### config.mk
export PLATFORM = sky130hd
export DESIGN_NAME = get_r_stream_out_flat
export DESIGN_NICKNAME = d
export VERILOG_FILES = /design/src/rtl/get_r_stream_out_if.sv /design/src/rtl/get_r_stream_out.sv /design/src/flat_wrapper.sv
export SDC_FILE = /design/constraint.sdc
export NUM_CORES = 1
export LEC_CHECK = 0
export CELL_PAD_IN_SITES_DETAIL_PLACEMENT = 1
export CELL_PAD_IN_SITES_GLOBAL_PLACEMENT = 2
export CORE_UTILIZATION = 35
export CTS_CLUSTER_DIAMETER = 80
export CTS_CLUSTER_SIZE = 40
export DETAILED_ROUTE_END_ITERATION = 16
export PLACE_DENSITY = 0.83
export RECOVER_POWER = 100
export SLEW_MARGIN = 20
export SYNTH_ARGS = -nofsm -noshare
export SYNTH_HDL_FRONTEND = slang
export SYNTH_SLANG_ARGS = --single-unit
### constraint.sdc
create_clock -name I_sys_clk -period 7 [get_ports I_sys_clk]
set_clock_uncertainty 0.1 [all_clocks]
set_input_delay 1.4 -clock I_sys_clk [delete_from_list [all_inputs] [get_ports I_sys_clk]]
set_output_delay 1.4 -clock I_sys_clk [all_outputs]
set_load 0.01 [all_outputs]
### src/rtl/get_r_stream_out_if.sv
// Bus bundle for get_r_stream_out: parallel R-frame capture side and element stream side.
// The slave modport is the design's view; master is the producer/consumer view.
interface get_r_stream_out_if #(
  parameter int DATA_W = 24
);
  logic              I_frame_valid;
  logic              O_frame_ready;
  logic [DATA_W-1:0] I_R11;
  logic [DATA_W-1:0] I_R12;
  logic [DATA_W-1:0] I_R21;
  logic [DATA_W-1:0] I_R22;
  logic              O_r_valid;
  logic              I_r_ready;
  logic [DATA_W-1:0] O_r_data;
  logic [1:0]        O_r_idx;
  logic              O_r_last;
  logic              O_r_err;
  logic              O_overflow;

  modport slave (
    input  I_frame_valid, I_R11, I_R12, I_R21, I_R22, I_r_ready,
    output O_frame_ready, O_r_valid, O_r_data, O_r_idx, O_r_last, O_r_err, O_overflow
  );

  modport master (
    output I_frame_valid, I_R11, I_R12, I_R21, I_R22, I_r_ready,
    input  O_frame_ready, O_r_valid, O_r_data, O_r_idx, O_r_last, O_r_err, O_overflow
  );
endinterface

### src/rtl/get_r_stream_out.sv
// Captures R = a*H frames into a small FIFO and streams R11,R12,R21,R22 one element per beat.
// Optional: define R_DIAG_CHECK_EN to flag frames that are not a scaled identity on O_r_err.
module get_r_stream_out #(
  parameter int                DATA_W     = 24,
  parameter int                FIFO_DEPTH = 2,
  parameter logic [DATA_W-1:0] DIAG_TOL   = 24'd16
) (
  input logic               I_sys_clk,
  input logic               I_sys_rst,
  get_r_stream_out_if.slave io_bus
);
  localparam int PTR_W = $clog2(FIFO_DEPTH);
  localparam int CNT_W = PTR_W + 1;

  typedef enum logic [2:0] {IDLE, SEND0, SEND1, SEND2, SEND3} state_t;

  state_t            r_state;
  state_t            w_next_state;
  logic [PTR_W-1:0]  r_wptr;
  logic [PTR_W-1:0]  r_rptr;
  logic [CNT_W-1:0]  r_count;
  logic              r_overflow;
  logic [DATA_W-1:0] r_mem [FIFO_DEPTH][4];

  logic              w_frame_ready;
  logic              w_valid;
  logic              w_push;
  logic              w_xfer;
  logic              w_pop;
  logic              w_last;
  logic              w_err;
  logic [1:0]        w_idx;
  logic [DATA_W-1:0] w_data;

  // Full blocks capture even when the last beat pops this cycle: no pass-through path.
  assign w_frame_ready = (r_count != CNT_W'(FIFO_DEPTH));
  assign w_valid       = (r_count != '0);
  assign w_push        = io_bus.I_frame_valid && w_frame_ready;
  assign w_xfer        = w_valid && io_bus.I_r_ready;
  assign w_pop         = w_xfer && (r_state == SEND3);

  always_ff @(posedge I_sys_clk) begin
    if (I_sys_rst) begin
      r_wptr     <= '0;
      r_rptr     <= '0;
      r_count    <= '0;
      r_overflow <= 1'b0;
    end else begin
      if (w_push) r_wptr <= r_wptr + PTR_W'(1);
      if (w_pop)  r_rptr <= r_rptr + PTR_W'(1);
      case ({w_push, w_pop})
        2'b10:   r_count <= r_count + CNT_W'(1);
        2'b01:   r_count <= r_count - CNT_W'(1);
        default: r_count <= r_count;
      endcase
      if (io_bus.I_frame_valid && !w_frame_ready) r_overflow <= 1'b1;
    end
  end

  always_ff @(posedge I_sys_clk) begin
    if (w_push) begin
      r_mem[r_wptr][0] <= io_bus.I_R11;
      r_mem[r_wptr][1] <= io_bus.I_R12;
      r_mem[r_wptr][2] <= io_bus.I_R21;
      r_mem[r_wptr][3] <= io_bus.I_R22;
    end
  end

  always_ff @(posedge I_sys_clk) begin
    if (I_sys_rst) r_state <= IDLE;
    else           r_state <= w_next_state;
  end

  // Leaving SEND3 goes straight to SEND0 when another frame is (or is just being) buffered.
  always_comb begin
    w_next_state = r_state;
    case (r_state)
      IDLE:    if (w_push) w_next_state = SEND0;
      SEND0:   if (w_xfer) w_next_state = SEND1;
      SEND1:   if (w_xfer) w_next_state = SEND2;
      SEND2:   if (w_xfer) w_next_state = SEND3;
      SEND3:   if (w_xfer) w_next_state = ((r_count > CNT_W'(1)) || w_push) ? SEND0 : IDLE;
      default: w_next_state = IDLE;
    endcase
  end

  always_comb begin
    w_idx  = 2'd0;
    w_last = 1'b0;
    case (r_state)
      SEND1:   w_idx = 2'd1;
      SEND2:   w_idx = 2'd2;
      SEND3:   begin
                 w_idx  = 2'd3;
                 w_last = 1'b1;
               end
      default: w_idx = 2'd0;
    endcase
    w_data = w_valid ? r_mem[r_rptr][w_idx] : '0;
  end

`ifdef R_DIAG_CHECK_EN
  logic [DATA_W-1:0] w_abs12;
  logic [DATA_W-1:0] w_abs21;
  logic              w_diag_err;
  logic              r_err_mem [FIFO_DEPTH];

  // Most-negative input stays at 2^(DATA_W-1) unsigned, so it always exceeds the tolerance.
  assign w_abs12    = io_bus.I_R12[DATA_W-1] ? (~io_bus.I_R12 + DATA_W'(1)) : io_bus.I_R12;
  assign w_abs21    = io_bus.I_R21[DATA_W-1] ? (~io_bus.I_R21 + DATA_W'(1)) : io_bus.I_R21;
  assign w_diag_err = (w_abs12 > DIAG_TOL) || (w_abs21 > DIAG_TOL) ||
                      (io_bus.I_R11 != io_bus.I_R22);

  always_ff @(posedge I_sys_clk) begin
    if (w_push) r_err_mem[r_wptr] <= w_diag_err;
  end

  assign w_err = w_valid && r_err_mem[r_rptr];
`else
  assign w_err = 1'b0;
`endif

  assign io_bus.O_frame_ready = w_frame_ready;
  assign io_bus.O_r_valid     = w_valid;
  assign io_bus.O_r_data      = w_data;
  assign io_bus.O_r_idx       = w_idx;
  assign io_bus.O_r_last      = w_last;
  assign io_bus.O_r_err       = w_err;
  assign io_bus.O_overflow    = r_overflow;
endmodule
### src/flat_wrapper.sv
// flat-port wrapper written by rule: the top's interface ports become plain ports
module get_r_stream_out_flat 
#(
  parameter int                DATA_W     = 24,
  parameter int                FIFO_DEPTH = 2,
  parameter logic [DATA_W-1:0] DIAG_TOL   = 24'd16
)
  (I_sys_clk, I_sys_rst, io_bus_I_frame_valid, io_bus_I_R11, io_bus_I_R12, io_bus_I_R21, io_bus_I_R22, io_bus_I_r_ready, io_bus_O_frame_ready, io_bus_O_r_valid, io_bus_O_r_data, io_bus_O_r_idx, io_bus_O_r_last, io_bus_O_r_err, io_bus_O_overflow);
  get_r_stream_out_if #(.DATA_W(DATA_W)) io_bus_i ();
  input logic I_sys_clk;
  input logic I_sys_rst;
  input wire logic [$bits(io_bus_i.I_frame_valid)-1:0] io_bus_I_frame_valid;
  input wire logic [$bits(io_bus_i.I_R11)-1:0] io_bus_I_R11;
  input wire logic [$bits(io_bus_i.I_R12)-1:0] io_bus_I_R12;
  input wire logic [$bits(io_bus_i.I_R21)-1:0] io_bus_I_R21;
  input wire logic [$bits(io_bus_i.I_R22)-1:0] io_bus_I_R22;
  input wire logic [$bits(io_bus_i.I_r_ready)-1:0] io_bus_I_r_ready;
  output wire logic [$bits(io_bus_i.O_frame_ready)-1:0] io_bus_O_frame_ready;
  output wire logic [$bits(io_bus_i.O_r_valid)-1:0] io_bus_O_r_valid;
  output wire logic [$bits(io_bus_i.O_r_data)-1:0] io_bus_O_r_data;
  output wire logic [$bits(io_bus_i.O_r_idx)-1:0] io_bus_O_r_idx;
  output wire logic [$bits(io_bus_i.O_r_last)-1:0] io_bus_O_r_last;
  output wire logic [$bits(io_bus_i.O_r_err)-1:0] io_bus_O_r_err;
  output wire logic [$bits(io_bus_i.O_overflow)-1:0] io_bus_O_overflow;
  assign io_bus_i.I_frame_valid = io_bus_I_frame_valid;
  assign io_bus_i.I_R11 = io_bus_I_R11;
  assign io_bus_i.I_R12 = io_bus_I_R12;
  assign io_bus_i.I_R21 = io_bus_I_R21;
  assign io_bus_i.I_R22 = io_bus_I_R22;
  assign io_bus_i.I_r_ready = io_bus_I_r_ready;
  assign io_bus_O_frame_ready = io_bus_i.O_frame_ready;
  assign io_bus_O_r_valid = io_bus_i.O_r_valid;
  assign io_bus_O_r_data = io_bus_i.O_r_data;
  assign io_bus_O_r_idx = io_bus_i.O_r_idx;
  assign io_bus_O_r_last = io_bus_i.O_r_last;
  assign io_bus_O_r_err = io_bus_i.O_r_err;
  assign io_bus_O_overflow = io_bus_i.O_overflow;
  get_r_stream_out #(.DATA_W(DATA_W), .FIFO_DEPTH(FIFO_DEPTH), .DIAG_TOL(DIAG_TOL)) u_core (.I_sys_clk(I_sys_clk), .I_sys_rst(I_sys_rst), .io_bus(io_bus_i));
endmodule
==> results of run 1 <==
-- metal layers --
layer / routed length (um) / share of wire (%) / vias to the layer above / GRT usage, %
li1: - / - / 2305 / -
met1: 8720 / 43 / 2539 / 20.0
met2: 10300 / 50 / 144 / 30.3
met3: 1220 / 5.9 / 24 / 3.50
met4: 242 / 1.2 / 0 / 3.33
met5: 0 / 0 / - / 0
-- how the worst max path moves through the flow --
stage | startpoint | endpoint | slack (ns) | cells past startpoint
global placement | flop | io_bus_O_r_data[8] | 2.53 | 6
finish | u_core.r_state[0] | io_bus_O_r_data[8] | 1.51 | 7
global route | u_core.r_state[0] | io_bus_O_r_data[10] | 1.28 | 7
floorplan | io_bus_I_frame_valid | u_core.r_mem[0][0] | 0.81 | 2
detailed placement | flop | io_bus_O_r_data[8] | 2.43 | 6
CTS | u_core.r_state[0] | io_bus_O_r_data[8] | 1.91 | 5
-- cells in the final DEF, fill, tap and decap left out, types with 6 or more instances in the layout --
cell,instances
a21oi_1,65
dlygate4sd3_1,124
o21ai_0,23
nor2_1,30
a211oi_1,19
nand2_1,23
dfxtp_1,8
mux2i_1,53
clkbuf_16,13
edfxtp_1,192
mux2_2,43
a211oi_2,6
-- flip-flops by register name (all words and copies together), names as in the netlist, named ones only --
| register | count |
|---|---|
| u_core.io_bus.O_overflow | 1 |
| u_core.r_wptr | 1 |
| u_core.r_rptr | 1 |
| u_core.r_count | 2 |
| u_core.r_state | 3 |
| u_core.r_mem | 192 |
-- stage by stage --
stage	cells	setup WS (ns)
after global placement	966	2.53
after CTS	986	1.91
after global routing	986	1.28
after detailed placement	966	2.43
after floorplan	547	0.815
final	987	1.51
-- cell type report --
class,count,area [um2],area share (%)
Sequential cell,201,5950,57.5
Multi-Input combinational cell,303,2200,21.3
Timing Repair Buffer,138,1350,13.0
Tap cell,319,399,3.85
Clock buffer,13,325,3.14
Clock inverter,7,110,1.06
Inverter,5,18.8,0.181
Antenna cell,1,2.50,0.0242
-- cell families (layout without fill, tap and decap cells) --
kind of cell,count (synthesis),in the layout,synth area share (%)
other,1,2,0.0444
AOI/OAI and AO/OA,125,125,8.90
muxes,96,96,12.0
adders and majority gates,4,4,0.592
and+or+nand+nor,71,71,3.94
buffers and inverters,43,163,3.51
DFF,201,201,70.4
xor gates and xnor gates,6,6,0.622
-- power groups by stage --
| stage | combinational (W) | clock [W] | sequential [W] |
|---|---|---|---|
| 3_5_place_dp | 0.000467 | 0 | 0.00150 |
| 3_3_place_gp | 0.000453 | 0 | 0.00149 |
| 6_report | 0.000435 | 0.000827 | 0.00148 |
| 5_1_grt | 0.000474 | 0.000889 | 0.00149 |
| 2_1_floorplan | 0.000267 | 0 | 0.00149 |
| 4_1_cts | 0.000470 | 0.000855 | 0.00147 |
-- tightest hold or removal path, delay by kind of cell, from the launching register on --
kind | cells | cell delay [ns]
AND/OR/NAND/NOR | 1 | 0.07
flip-flops | 1 | 0.34
AO/OA/AOI/OAI | 1 | 0.04
==> results.json, run 1 <==
{
  "syn_inst": 547,
  "status": "finished, violations left",
  "slowest_stage": "nor3b_1",
  "slowest_delay_ns": 1.21,
  "hold_path_end": "u_core.io_bus.O_overflow",
  "hold_violations": 0,
  "min_from": "u_core.io_bus.O_overflow",
  "clk_path_buf_depth": 3,
  "slew_violations": 234,
  "crit_family": "buffers and inverters",
  "p_switching_w": 0.000708,
  "netlist_top_cells_count": "edfxtp_1, a21oi_1, mux2i_1",
  "die_w_um": 157,
  "ant_nets": 0,
  "seq_power_share_pct": 53.9,
  "cts_hold_buffers": 0,
  "holdWs_ns": 0.384,
  "drtPass1Iterations": 4,
  "final_nets": 765,
  "p_comb_share_pct": 15.9,
  "switching_share_pct": 25.8,
  "worst_slew_pin_slew_ns": 3.30,
  "internal-power_w": 0.00203,
  "post_cts_resized": 0,
  "cts_tree": "built",
  "core_um2": 23500,
  "drc": 0,
  "cp_cell_sequence": "buf_4 -> nor3b_1 -> buf_4 -> a21oi_1 -> a21oi_1 -> a211oi_1 -> dlygate4sd3_1",
  "drt_iter0_drc": 242,
  "max_cap_violations": 6,
  "viasPerCell": 5.08,
  "cp.arrival_ns": 3.99,
  "syn_avg_cell_area_um2": 15.4,
  "ys_seq_area_share_pct": 70.4,
  "grt_util_all_layers_pct": 16.6,
  "numCtsBuffers": 12,
  "grt_pass1_vias": 5580,
  "synth_edf_count": 192,
  "holdCritPathClass": "reg -> reg",
  "setup_tns_ns": 0,
  "yosysMostFrequentCell": "edfxtp_1",
  "antenna_found_initial": 1,
  "cp-end-kind": "output pin",
  "cts.clk_slew.worst_paths_ns": 0.11,
  "violations": "capacitance limit, slew limit",
  "routed_wl_um": 20500,
  "root_buffer": "clkbuf_16",
  "grt_setup_unrepaired": "no",
  "num_io_pins": 131,
  "ff2ff_path_depth": 5,
  "port-buffer-count": 129,
  "post_synth_instance_area_um2": 8450,
  "fin_crit_ns": 5.49,
  "final_area_um2": 10400,
  "rrSetupSlack_ns": 2.82,
  "rows": 56,
  "drive_gt1_share_pct": 11.8,
  "path_class": "reg -> out",
  "setup_viol": 0,
  "holdPathStages": 2,
  "grt_pass1_wl_um": 30700,
  "worstReg2RegStart": "u_core.r_count[0]",
  "syn_nets": 651,
  "insertion_delay_ns": 0.49,
  "final_util_pct": 44.0,
  "synth_top_cell_by_area": "edfxtp_1",
  "cp_num_buf_inv": 3,
  "rr_endpoint": "u_core.r_mem[1][36]",
  "crit_required_ns": 5.50,
  "clockPowerShare_pct": 30.2,
  "h-tree-depth": 1,
  "power.density_nw_per_um2": 265,
  "vdd_drop_max_mv": 0.118,
  "dpl_cell_area_um2": 9950,
  "ys.flop_type": "edfxtp_1",
  "die_h_um": 157,
  "grt_max_degree": 59,
  "max_freq_mhz": 182,
  "critPathMaxFanout": 19,
  "fill_cells": 2348,
  "yosysUniqueCellTypes": 43,
  "yosys-top-cells-area": "edfxtp_1, mux2i_1, mux2_2, a21oi_1, dfxtp_1",
  "place_congestion": 0.804,
  "synthArstFlopShare_pct": 0,
  "p_leak_nw": 3.31,
  "synth_top_area_share_pct": 68.2,
  "synthToLayoutAreaGrowth_pct": 22.6,
  "dp.final_hpwl_um": 13700,
  "fin_crit_sh_pct": 78.5,
  "start_kind": "flop",
  "initial_core_util_pct": 35.9,
  "grt-ovfl-total": 0,
  "power_w": 0.00274,
  "synth_seq_cells": 201,
  "post_drt_wl_per_cell_um": 20.7,
  "post-cts-setup-buffers": 0,
  "relSlewSlack_pct": -120,
  "die-area_um2": 24800,
  "cts_sinks": 201,
  "ys_warn_count": 0,
  "route.vias.total": 5012
}
(Power assumes the default switching activity.)
==> inputs of run 2 (changes only) <==
--- a/config.mk
+++ b/config.mk
@@ -11,7 +11,7 @@
 export CTS_CLUSTER_DIAMETER = 80
 export CTS_CLUSTER_SIZE = 40
 export DETAILED_ROUTE_END_ITERATION = 16
-export PLACE_DENSITY = 0.83
+export PLACE_DENSITY = 0.86
 export RECOVER_POWER = 100
 export SLEW_MARGIN = 20
 export SYNTH_ARGS = -nofsm -noshare
==> constraint.sdc (replaced) <==
create_clock -name I_sys_clk -period 4.8 [get_ports I_sys_clk]
set_clock_uncertainty 0.1 [all_clocks]
set_input_delay 0.96 -clock I_sys_clk [delete_from_list [all_inputs] [get_ports I_sys_clk]]
set_output_delay 0.96 -clock I_sys_clk [all_outputs]
set_load 0.01 [all_outputs]
==> results.json, run 2 (same netlist as run 1, synthesis figures left out) <==
{
  "status": "finished, violations left",
  "violations": "capacitance limit, slew limit",
  "rows": 56,
  "routed_wl_um": 20600,
  "clk_path_buf_depth": 3,
  "root_buffer": "clkbuf_16",
  "path_class": "reg -> out",
  "fin_crit_sh_pct": 91.0,
  "final_nets": 769,
  "post-cts-setup-buffers": 0,
  "hold_violations": 0,
  "slowest_stage": "or2_1",
  "synthToLayoutAreaGrowth_pct": 22.7,
  "start_kind": "flop",
  "fill_cells": 2389,
  "power_w": 0.00392,
  "worstReg2RegStart": "u_core.r_count[0]",
  "cp-end-kind": "output pin",
  "relSlewSlack_pct": -6.10,
  "ff2ff_path_depth": 5,
  "grt_max_degree": 64,
  "fin_crit_ns": 4.37,
  "drc": 0,
  "die_h_um": 157,
  "insertion_delay_ns": 0.47,
  "antenna_found_initial": 5,
  "cts_tree": "built",
  "post_drt_wl_per_cell_um": 20.7,
  "holdPathStages": 2,
  "cts_hold_buffers": 0,
  "cts_sinks": 201,
  "grt_setup_unrepaired": "no",
  "drtPass1Iterations": 4,
  "min_from": "u_core.io_bus.O_overflow",
  "dpl_cell_area_um2": 10000,
  "largest_reg_flops": 192,
  "port-buffer-count": 129,
  "vdd_drop_max_mv": 0.255,
  "numCtsBuffers": 12,
  "critPathMaxFanout": 24,
  "cts.clk_slew.worst_paths_ns": 0.10,
  "route.vias.total": 5015,
  "die_w_um": 157,
  "dp.final_hpwl_um": 13800,
  "core_um2": 23500,
  "drive_gt1_share_pct": 12.5,
  "ant_nets": 0,
  "viasPerCell": 5.05,
  "slowest_delay_ns": 0.89,
  "grt-ovfl-total": 0,
  "post_cts_resized": 0,
  "p_leak_nw": 3.34,
  "final_area_um2": 10400,
  "final_common_cell": "edfxtp_1",
  "num_io_pins": 131,
  "rrSetupSlack_ns": 1.14,
  "power.density_nw_per_um2": 378,
  "holdCritPathClass": "reg -> reg",
  "final_cell_mix": "edfxtp_1, dlygate4sd3_1, a21oi_1",
  "die-area_um2": 24800,
  "rr_endpoint": "u_core.r_mem[0][74]",
  "grt_pass1_vias": 5564,
  "slew_violations": 64,
  "cp.arrival_ns": 3.31,
  "grt_pass1_wl_um": 31100,
  "reg_top3": "u_core.r_mem: 192 flops, u_core.r_state: 3 flops, u_core.r_count: 2 flops",
  "place_congestion": 0.788,
  "setup_viol": 0,
  "max_cap_violations": 1,
  "worst_slew_pin_slew_ns": 1.59,
  "h-tree-depth": 1,
  "max_freq_mhz": 229,
  "hold_path_end": "u_core.io_bus.O_overflow",
  "crit_required_ns": 3.74,
  "grt_util_all_layers_pct": 16.8,
  "cp_cell_sequence": "or2_1 -> a21boi_0 -> o311a_1 -> dlygate4sd3_1",
  "drt_iter0_drc": 210,
  "initial_core_util_pct": 35.9,
  "top_register": "u_core.r_mem",
  "setup_tns_ns": 0
}
==> run 2: changes by cell type in the layout (fill, tap and decap cells not counted), sizes merged <==
cell and change:
buf +4, dlygate4sd3 +5, clkdlybuf4s50 -5, inv +4
diode +2, bufinv -2, clkbuf +1, clkinv -3
==> run 2: area by class of cell <==
| type | count | area, um2 | share of cell area [%] |
|---|---|---|---|
| repair buffers | 142 | 1390 | 13.4 |
| clock buffers | 14 | 329 | 3.17 |
| diodes | 3 | 7.51 | 0.0724 |
| flip-flops and latches | 201 | 5950 | 57.4 |
| multi-input cells | 303 | 2200 | 21.3 |
| inverters | 5 | 18.8 | 0.181 |
| well taps | 319 | 399 | 3.85 |
| clock inverters | 6 | 72.6 | 0.700 |
==> run 2: per-stage QoR <==
step	hold slack, ns	setup WS [ns]	cells	utilization, %
2_1_floorplan	0.381	0.669	547	-
3_3_place_gp	0.357	1.00	970	42.5
3_5_place_dp	0.373	0.978	970	42.5
4_1_cts	0.398	0.441	990	44.2
5_1_grt	0.442	0.144	991	44.0
6_report	0.386	0.433	993	44.0
==> run 2: worst max-delay path by stage <==
stage                               startpoint             endpoint
after floorplan           io_bus_I_frame_valid   u_core.r_mem[0][0]
after global placement       u_core.r_state[0]  io_bus_O_r_data[22]
after detailed placement     u_core.r_state[0]  io_bus_O_r_data[22]
after CTS                    u_core.r_state[0]  io_bus_O_r_data[22]
after global routing         u_core.r_state[0]  io_bus_O_r_data[22]
final                        u_core.r_state[0]  io_bus_O_r_data[22]
==> run 2: metal layers <==
metal  up-vias  global-route usage, %  wire length, um
met2       130                   30.7            10500
met4         4                   3.37              348
li1       2319                      -                -
met1      2537                   20.1             8690
met3        25                   3.74             1010
met5         -                      0               27
==> run 2: power by group <==
group,switching [W],total (W),internal [W]
clock,0.000597,0.00113,0.000529
combinational,0.000388,0.000632,0.000245
sequential,0.0000616,0.00216,0.00210
==> run 2: critical path, delay by kind of cell, from the launching register on <==
kind                   cells  cell delay, ns
AO/OA/AOI/OAI              2            0.57
flip-flops                 1            0.76
buffers and inverters      1            0.61
AND/OR/NAND/NOR            1            0.89
